<file path="config.mk">
export PLATFORM = sky130hd
export DESIGN_NAME = mandelbrot_iter_flat
export DESIGN_NICKNAME = d
export VERILOG_FILES = /design/src/rtl/mandelbrot_iter_if.sv /design/src/rtl/mandelbrot_iter.sv /design/src/flat_wrapper.sv
export SDC_FILE = /design/constraint.sdc
export NUM_CORES = 1
export LEC_CHECK = 0
export CORE_MARGIN = 3
export CORE_UTILIZATION = 50
export CTS_CLUSTER_SIZE = 25
export DETAILED_ROUTE_END_ITERATION = 10
export PLACE_DENSITY_LB_ADDON = 0.12
export RECOVER_POWER = 50
export SLEW_MARGIN = 10
export SYNTH_ARGS = -nofsm -noshare
export SYNTH_HDL_FRONTEND = slang
export SYNTH_SLANG_ARGS = --single-unit
</file>
<file path="constraint.sdc">
create_clock -name clk -period 8.7 [get_ports clk]
set_clock_uncertainty 0.2 [all_clocks]
set_input_delay 1.74 -clock clk [delete_from_list [all_inputs] [get_ports clk]]
set_output_delay 1.74 -clock clk [all_outputs]
set_load 0.05 [all_outputs]
</file>
<file path="src/rtl/mandelbrot_iter_if.sv">
// Handshake bundle between a point source/result sink and mandelbrot_iter.
interface mandelbrot_iter_if #(
  parameter int WIDTH     = 8,
  parameter int CNT_WIDTH = 4
);
  logic                    in_valid;
  logic                    in_ready;
  logic signed [WIDTH-1:0] c_r;
  logic signed [WIDTH-1:0] c_i;
  logic                    out_valid;
  logic                    out_ready;
  logic [CNT_WIDTH-1:0]    out_count;
  logic                    out_escaped;

  modport master (
    output in_valid, c_r, c_i, out_ready,
    input  in_ready, out_valid, out_count, out_escaped
  );

  modport slave (
    input  in_valid, c_r, c_i, out_ready,
    output in_ready, out_valid, out_count, out_escaped
  );
endinterface

</file>
<file path="src/rtl/mandelbrot_iter.sv">
// Mandelbrot iteration controller and its combinational z^2 + c step stage.
// Fixed point is signed Q4.(WIDTH-4).

// One combinational step: out = in_z^2 + in_c, truncated to WIDTH bits.
module mandelbrot #(
  parameter int WIDTH = 8
) (
  input  logic signed [WIDTH-1:0] in_cr,
  input  logic signed [WIDTH-1:0] in_ci,
  input  logic signed [WIDTH-1:0] in_zr,
  input  logic signed [WIDTH-1:0] in_zi,
  output logic signed [WIDTH-1:0] out_zr,
  output logic signed [WIDTH-1:0] out_zi
);
  localparam int FRAC = WIDTH - 4;

  logic signed [2*WIDTH-1:0] zr_sq;
  logic signed [2*WIDTH-1:0] zi_sq;
  logic signed [2*WIDTH-1:0] zr_zi;

  // Full-precision products, rescale back to Q4.FRAC, then add c
  always_comb begin
    zr_sq  = in_zr * in_zr;
    zi_sq  = in_zi * in_zi;
    zr_zi  = in_zr * in_zi;
    out_zr = WIDTH'(({zr_sq[2*WIDTH-1], zr_sq} - {zi_sq[2*WIDTH-1], zi_sq}) >>> FRAC) + in_cr;
    // 2*zr*zi folded into the shift: one fewer fractional bit to drop
    out_zi = WIDTH'(zr_zi >>> (FRAC - 1)) + in_ci;
  end
endmodule

module mandelbrot_iter #(
  parameter int WIDTH     = 8,
  parameter int MAX_ITER  = 15,
  parameter int CNT_WIDTH = 4
) (
  input  logic               clk,
  input  logic               reset,
  mandelbrot_iter_if.slave   bus
);
  localparam int FRAC = WIDTH - 4;
  localparam logic [2*WIDTH:0]     ESC_LIM = (2*WIDTH+1)'(4) << (2*FRAC);
  localparam logic [CNT_WIDTH-1:0] CNT_MAX = CNT_WIDTH'(MAX_ITER);

  typedef enum logic [1:0] {S_IDLE, S_ITER, S_DONE} state_t;

  state_t                  state;
  logic signed [WIDTH-1:0] cr, ci, zr, zi;
  logic signed [WIDTH-1:0] step_zr, step_zi;
  logic [CNT_WIDTH-1:0]    count;
  logic                    out_valid_q;
  logic [CNT_WIDTH-1:0]    out_count_q;
  logic                    out_escaped_q;
  logic [2*WIDTH-1:0]      zr_sq, zi_sq;
  logic [2*WIDTH:0]        mag;
  logic                    escaped;

  mandelbrot #(.WIDTH(WIDTH)) u_step (
    .in_cr  (cr),
    .in_ci  (ci),
    .in_zr  (zr),
    .in_zi  (zi),
    .out_zr (step_zr),
    .out_zi (step_zi)
  );

  // Escape test on the current z: |z|^2 strictly above 4.0, no truncation
  always_comb begin
    zr_sq   = zr * zr;
    zi_sq   = zi * zi;
    mag     = {1'b0, zr_sq} + {1'b0, zi_sq};
    escaped = (mag > ESC_LIM);
  end

  // Control FSM with registered result outputs
  always_ff @(posedge clk or posedge reset) begin
    if (reset) begin
      state         <= S_IDLE;
      cr            <= '0;
      ci            <= '0;
      zr            <= '0;
      zi            <= '0;
      count         <= '0;
      out_valid_q   <= 1'b0;
      out_count_q   <= '0;
      out_escaped_q <= 1'b0;
    end else begin
      case (state)
        S_IDLE: begin
          if (bus.in_valid) begin
            cr    <= bus.c_r;
            ci    <= bus.c_i;
            zr    <= '0;
            zi    <= '0;
            count <= '0;
            state <= S_ITER;
          end
        end
        S_ITER: begin
          if (escaped) begin
            out_valid_q   <= 1'b1;
            out_count_q   <= count;
            out_escaped_q <= 1'b1;
            state         <= S_DONE;
          end else if (count == CNT_MAX) begin
            out_valid_q   <= 1'b1;
            out_count_q   <= CNT_MAX;
            out_escaped_q <= 1'b0;
            state         <= S_DONE;
          end else begin
            zr    <= step_zr;
            zi    <= step_zi;
            count <= count + 1'b1;
          end
        end
        S_DONE: begin
          if (bus.out_ready) begin
            out_valid_q <= 1'b0;
            state       <= S_IDLE;
          end
        end
        default: state <= S_IDLE;
      endcase
    end
  end

  // in_ready is a state decode, forced low while reset is held
  assign bus.in_ready    = (state == S_IDLE) && !reset;
  assign bus.out_valid   = out_valid_q;
  assign bus.out_count   = out_count_q;
  assign bus.out_escaped = out_escaped_q;
endmodule

</file>
<file path="src/flat_wrapper.sv">
// flat-port wrapper written by rule: the top's interface ports become plain ports
module mandelbrot_iter_flat 
#(
  parameter int WIDTH     = 8,
  parameter int MAX_ITER  = 15,
  parameter int CNT_WIDTH = 4
)
  (clk, reset, bus_in_valid, bus_c_r, bus_c_i, bus_out_ready, bus_in_ready, bus_out_valid, bus_out_count, bus_out_escaped);
  mandelbrot_iter_if #(.WIDTH(WIDTH), .CNT_WIDTH(CNT_WIDTH)) bus_i ();
  input  logic clk;
  input  logic reset;
  input wire logic [$bits(bus_i.in_valid)-1:0] bus_in_valid;
  input wire logic [$bits(bus_i.c_r)-1:0] bus_c_r;
  input wire logic [$bits(bus_i.c_i)-1:0] bus_c_i;
  input wire logic [$bits(bus_i.out_ready)-1:0] bus_out_ready;
  output wire logic [$bits(bus_i.in_ready)-1:0] bus_in_ready;
  output wire logic [$bits(bus_i.out_valid)-1:0] bus_out_valid;
  output wire logic [$bits(bus_i.out_count)-1:0] bus_out_count;
  output wire logic [$bits(bus_i.out_escaped)-1:0] bus_out_escaped;
  assign bus_i.in_valid = bus_in_valid;
  assign bus_i.c_r = bus_c_r;
  assign bus_i.c_i = bus_c_i;
  assign bus_i.out_ready = bus_out_ready;
  assign bus_in_ready = bus_i.in_ready;
  assign bus_out_valid = bus_i.out_valid;
  assign bus_out_count = bus_i.out_count;
  assign bus_out_escaped = bus_i.out_escaped;
  mandelbrot_iter #(.WIDTH(WIDTH), .MAX_ITER(MAX_ITER), .CNT_WIDTH(CNT_WIDTH)) u_core (.clk(clk), .reset(reset), .bus(bus_i));
endmodule
</file>
==> results.json, run 1 <==
{
  "relSlewSlack_pct": -13.5,
  "reg2reg_from": "u_core.zr[3]$_DFFE_PP0P_",
  "clock_latency_ps": 290,
  "p_leak_nw": 4.90,
  "synthTopCellsByArea": "fa_1 26%, ha_1 16%, dfrtp_1 12%",
  "place_congestion": 0.840,
  "dp_hpwl_um": 15200,
  "wl_per_cell_um": 15.1,
  "ys_seq_area_share_pct": 12.1,
  "overflow": 0,
  "io_buffers": 26,
  "synth-edff-count": 0,
  "synth_cells": 989,
  "nFillCells": 1644,
  "fin_crit_sh_pct": 86.6,
  "initial_core_util_pct": 51.9,
  "ant_nets": 0,
  "crit_end": "u_core.count[0]$_DFFE_PP0P_",
  "wirelength_um": 18400,
  "synth_top_area_cell": "fa_1",
  "power.density_nw_per_um2": 282,
  "syn_avg_cell_area_um2": 9.20,
  "area_delta_synth_final_pct": 5.20,
  "synth_seq_cells": 44,
  "first_pass_iters": 4,
  "initialDrtViolationCount": 222,
  "final.min_clock_period_ps": 7540,
  "worstPathRequired_ps": 8670,
  "clk_pin_slew_ps": 60,
  "critical_path_class": "reg -> reg",
  "synth_nets": 1243,
  "violations": "capacitance limit, slew limit",
  "postCtsSetupBuffers": 0,
  "synth_warnings": 0,
  "cts_tree": "done",
  "r2r_cells": 24,
  "clock.fmax_mhz": 133,
  "cp-end-kind": "flip-flop",
  "worstPathArrival_ps": 7510,
  "synth_top_area_share_pct": 26.4,
  "grt_max_degree": 45,
  "yosysMostFrequentCell": "inv_1",
  "cts.repair.resized": 0,
  "cts_sinks": 44,
  "worstHoldPathType": "reg -> reg",
  "cap_violations": 1,
  "cts_hold_buf": 0,
  "cp_max_fo": 18,
  "run_status": "finished with violations",
  "antenna_found_initial": 0,
  "grt_pass1_wl_um": 32200,
  "start_kind": "flip-flop",
  "clockBufferDepth": 2,
  "placementRows": 48,
  "h-tree-depth": 2,
  "die_area_um2": 19900,
  "nets": 1245,
  "vias": 6302,
  "tns_ps": 0,
  "synth_ff_type": "dfrtp_1",
  "rsz0062_at_grt": "false",
  "setup_violations": 0,
  "vias_per_cell": 5.18,
  "ys_types": 67,
  "r2r-end": "u_core.count[0]$_DFFE_PP0P_",
  "ir_drop_uv": 543,
  "worst_slew_pin_slew_ps": 1700,
  "num_antenna_cells": 0,
  "grt_pass1_vias": 6652,
  "core_um2": 17500,
  "dieWidth_um": 141,
  "power_mw": 2.70,
  "crit_start": "u_core.zr[3]$_DFFE_PP0P_",
  "synth_commonest_cells": "225 x inv_1, 120 x fa_1, 114 x ha_1",
  "drive_gt1_share_pct": 4.94,
  "drcViolationCount": 0,
  "die_h_um": 141,
  "rrSetupSlack_ps": 1160,
  "grt_usage_pct": 19.7,
  "hold_viol_final": 0,
  "cts-root-buf": "clkbuf_16",
  "cts-buffers-inserted": 5,
  "syn_area_um2": 9100,
  "slew_violations": 45,
  "boundaryPins": 27,
  "async_flop_share_pct": 100
}
==> layer usage <==
metal | GRT usage (%) | up-vias | part of all wire [%]
met2 | 31.6 | 79 | 45
met5 | 0 | - | 0
met3 | 2.14 | 22 | 2.5
met4 | 3.72 | 0 | 1.5
li1 | - | 3109 | -
met1 | 29.3 | 3092 | 51
==> logic make-up after synthesis <==
kind of cell             after synthesis  synth area share, %
buffers and inverters                259                 11.9
adder cells (fa/ha/maj)              234                 42.1
AND/OR/NAND/NOR                      204                 11.8
AO/OA/AOI/OAI                        140                 11.2
XOR/XNOR                              86                 8.28
flip-flops                            44                 12.1
multiplexers                          22                 2.70
==> flip-flops by register name, indices dropped and copies added, names as in the netlist, 2 cells and up <==
register	cells
u_core.zr	8
u_core.ci	8
u_core.cr	8
u_core.state	2
u_core.bus.out_count	4
u_core.count	4
u_core.zi	8
==> final cells by class <==
class / instances / area, um^2 / area share, %
well taps: 225 / 282 / 2.94
repair buffers: 28 / 275 / 2.88
multi-input cells: 686 / 6920 / 72.3
clock buffers: 8 / 146 / 1.53
inverters: 226 / 848 / 8.86
flip-flops and latches: 44 / 1100 / 11.5
==> critical path: stages (launching register included) <==
cell and delay [ps]:
dfrtp_1 750, inv_1 350, nor2_1 260, inv_1 90
fa_1 510, inv_1 60, fa_1 510, fa_1 560
inv_1 60, fa_1 530, inv_1 40, ha_1 340
a21oi_1 160, nand2_1 80, a41oi_1 280, a21oi_1 130
xnor2_1 150, ha_1 290, nor3_1 150, nand2_1 150
nor4_2 290, o2111ai_1 250, a211oi_4 620, o21ai_4 250
mux2_2 350
==> power breakdown <==
group	switching [mW]	total (mW)	leakage, nW	internal (mW)
Clock	0.0776	0.192	0.0712	0.115
Sequential	0.118	0.401	0.554	0.283
Combinational	1.21	2.11	4.28	0.892
Total	1.41	2.70	4.90	1.29
==> worst min path at each step <==
stage	from	end	slack, ps	cells past startpoint
finish	u_core.bus.out_valid$_DFFE_PP0P_	u_core.bus.out_valid$_DFFE_PP0P_	300	1
global route	u_core.bus.out_count[2]$_DFFE_PP0P_	u_core.bus.out_count[2]$_DFFE_PP0P_	320	1
CTS	u_core.bus.out_count[2]$_DFFE_PP0P_	u_core.bus.out_count[2]$_DFFE_PP0P_	310	1
detailed placement	u_core.bus.out_valid$_DFFE_PP0P_	u_core.bus.out_valid$_DFFE_PP0P_	280	1
global placement	u_core.bus.out_count[3]$_DFFE_PP0P_	u_core.bus.out_count[3]$_DFFE_PP0P_	300	1
floorplan	u_core.ci[0]$_DFFE_PP0P_	u_core.ci[0]$_DFFE_PP0P_	290	1
==> stage by stage <==
step | instances | cell area (um^2) | setup slack, ps | hold WS, ps | util [%]
6_report | 1217 | 9570 | 1160 | 304 | 54.6
3_3_place_gp | 1209 | 9430 | 1190 | 296 | 53.7
3_5_place_dp | 1209 | 9430 | 1180 | 283 | 53.7
4_1_cts | 1217 | 9570 | 1120 | 311 | 54.6
5_1_grt | 1217 | 9570 | 661 | 317 | 54.6
2_1_floorplan | 989 | 9100 | 2200 | 286 | -
==> cells in the final DEF (no fill, tap or decap), types with 3 or more instances in the layout <==
master / count
o21a_1: 3
and3_1: 3
dfrtp_1: 44
nand3_1: 8
o21ai_0: 17
nand4_1: 3
and2_1: 53
a22o_1: 4
or2_2: 5
o311ai_0: 3
nor2b_1: 20
inv_1: 225
o2bb2ai_1: 14
o22a_1: 4
nand2b_1: 11
mux2_2: 19
clkbuf_16: 5
fa_1: 120
nor2_1: 36
o2111ai_1: 4
a21oi_1: 35
o21bai_1: 10
nand2_1: 49
a21o_1: 13
ha_1: 114
xor2_1: 22
xnor2_1: 64
nor3_1: 6
a31oi_1: 6
clkdlybuf4s50_1: 24
No activity file was read; power rests on OpenSTA's default activity.
==> inputs of run 2 (changes only) <==
--- a/config.mk
+++ b/config.mk
@@ -6,9 +6,10 @@
 export NUM_CORES = 1
 export LEC_CHECK = 0
 export CORE_MARGIN = 3
-export CORE_UTILIZATION = 50
+export CORE_UTILIZATION = 46
 export CTS_CLUSTER_SIZE = 25
 export DETAILED_ROUTE_END_ITERATION = 10
+export DONT_BUFFER_PORTS = 1
 export PLACE_DENSITY_LB_ADDON = 0.12
 export RECOVER_POWER = 50
 export SLEW_MARGIN = 10
==> results.json, run 2 (synthesized netlist as in run 1, its figures left out) <==
{
  "cts_tree": "done",
  "hold_depth": 1,
  "setup_violations": 0,
  "cts-root-buf": "clkbuf_16",
  "initialDrtViolationCount": 259,
  "wirelength_um": 18500,
  "antenna_found_initial": 0,
  "vias_per_cell": 4.93,
  "power.density_nw_per_um2": 286,
  "overflow": 0,
  "p_leak_nw": 4.79,
  "cts-buffers-inserted": 5,
  "cts_sinks": 44,
  "fin_area_um2": 9350,
  "hold_viol_final": 0,
  "run_status": "finished with violations",
  "rrSetupSlack_ps": 1120,
  "final_common_cell": "inv_1",
  "reg2reg_from": "u_core.zr[3]$_DFFE_PP0P_",
  "worstPathRequired_ps": 8670,
  "worstHoldEndpoint": "u_core.cr[6]$_DFFE_PP0P_",
  "wl_per_cell_um": 15.1,
  "holdWs_ps": 314,
  "grt_pass1_vias": 6299,
  "power_mw": 2.68,
  "cp-end-kind": "flip-flop",
  "worstHoldPathType": "reg -> reg",
  "ant_nets": 0,
  "clock.fmax_mhz": 132,
  "power_frac_clock_pct": 7.1,
  "io_buffers": 0,
  "vias": 6044,
  "final_cell_mix": "225 x inv_1, 120 x fa_1, 114 x ha_1",
  "boundaryPins": 27,
  "placed_area_um2": 9200,
  "tns_ps": 0,
  "die_h_um": 147,
  "grt_usage_pct": 18.0,
  "start_kind": "flip-flop",
  "fin_crit_sh_pct": 87.1,
  "placementRows": 50,
  "worstPathArrival_ps": 7550,
  "drive_gt1_share_pct": 4.97,
  "clockBufferDepth": 2,
  "r2r_cells": 24,
  "area_delta_synth_final_pct": 2.74,
  "first_pass_iters": 4,
  "ir_drop_uv": 528,
  "core_um2": 19100,
  "clk_pin_slew_ps": 60,
  "h-tree-depth": 2,
  "switching_share_pct": 53.0,
  "grt_max_degree": 45,
  "clock_latency_ps": 290,
  "cp_max_fo": 18,
  "initial_core_util_pct": 47.7,
  "violations": "capacitance limit, slew limit",
  "dp_hpwl_um": 15200,
  "cts_hold_buf": 0,
  "seq_power_share_pct": 16.9,
  "num_antenna_cells": 0,
  "dieWidth_um": 147,
  "relSlewSlack_pct": -13.7,
  "hp-start": "u_core.cr[6]$_DFFE_PP0P_",
  "postCtsSetupBuffers": 0,
  "cap_violations": 1,
  "die_area_um2": 21500,
  "nets": 1218,
  "worst_slew_pin_slew_ps": 1700,
  "power.switching_mw": 1.42,
  "critical_path_class": "reg -> reg",
  "grt_pass1_wl_um": 32100,
  "place_congestion": 0.836,
  "drcViolationCount": 0,
  "final.min_clock_period_ps": 7580,
  "p_comb_share_pct": 76.0,
  "r2r-end": "u_core.count[0]$_DFFE_PP0P_",
  "cts.repair.resized": 0,
  "rsz0062_at_grt": "false",
  "intPower_mw": 1.26,
  "slew_violations": 45
}
[run 2: cell types whose count changed in the layout (fill, tap and decap cells not counted), sizes merged]
| cell | delta |
|---|---|
| dlygate4sd3 | -2 |
| clkdlybuf4s50 | -24 |
| buf | -1 |
[run 2: stage by stage]
stage | util, % | instances | setup WS, ps
floorplan | - | 989 | 2200
global placement | 48.2 | 1217 | 1080
detailed placement | 48.2 | 1217 | 1080
CTS | 49.0 | 1225 | 1030
global route | 49.0 | 1225 | 632
finish | 49.0 | 1225 | 1120
[run 2: power by group through the flow]
stage	logic [mW]	clock network (mW)	registers [mW]
detailed placement	2.03	0	0.459
floorplan	1.70	0	0.371
CTS	2.06	0.197	0.455
global route	2.29	0.208	0.470
global placement	2.04	0	0.459
finish	2.03	0.190	0.454
[run 2: worst max-delay path, stage by stage (launching register included)]
cell and delay, ps:
dfrtp_1 770, inv_1 340, nor2_1 270, inv_1 90
fa_1 510, inv_1 60, fa_1 510, fa_1 560
inv_1 60, fa_1 540, inv_1 50, ha_1 340
a21oi_1 220, o21ai_0 170, a21o_1 200, a21oi_1 170
xnor2_1 90, ha_1 190, nor3_1 190, nand2_1 160
nor4_2 290, o2111ai_1 260, a211oi_4 610, o21ai_4 250
mux2_2 330
[run 2: final cells by class]
class                   count  area [um^2]
fillers                  1841         9730
multi-input cells         686         6920
clock buffers               8          146
well taps                 260          325
repair buffers              1         7.51
inverters                 226          848
flip-flops and latches     44         1100
[run 2: worst max path at each step]
stage | startpoint | endpoint | slack, ps | cells after the start
3_5_place_dp | u_core.zr[3]$_DFFE_PP0P_ | u_core.count[0]$_DFFE_PP0P_ | 1080 | 24
5_1_grt | u_core.zr[3]$_DFFE_PP0P_ | u_core.count[0]$_DFFE_PP0P_ | 630 | 24
2_1_floorplan | u_core.zi[0]$_DFFE_PP0P_ | u_core.count[0]$_DFFE_PP0P_ | 2200 | 26
6_report | u_core.zr[3]$_DFFE_PP0P_ | u_core.count[0]$_DFFE_PP0P_ | 1120 | 24
3_3_place_gp | u_core.zr[3]$_DFFE_PP0P_ | u_core.count[0]$_DFFE_PP0P_ | 1080 | 24
4_1_cts | u_core.zr[3]$_DFFE_PP0P_ | u_core.count[0]$_DFFE_PP0P_ | 1030 | 24
[run 2: layer usage]
layer	wire [um]	up-vias	global-route usage, %
met5	0	-	0
met1	9710	2933	27.8
met4	48	0	1.41
met3	331	4	1.30
met2	8410	49	29.1
li1	-	3058	-
==> inputs of run 3 (changes only) <==
--- a/config.mk
+++ b/config.mk
@@ -10,6 +10,7 @@
 export CTS_CLUSTER_SIZE = 25
 export DETAILED_ROUTE_END_ITERATION = 10
 export DONT_BUFFER_PORTS = 1
+export GPL_ROUTABILITY_DRIVEN = 1
 export PLACE_DENSITY_LB_ADDON = 0.12
 export RECOVER_POWER = 50
 export SLEW_MARGIN = 10
==> results of run 3 <==
Same layout as run 2: the final DEF is identical, and so are final timing and power.
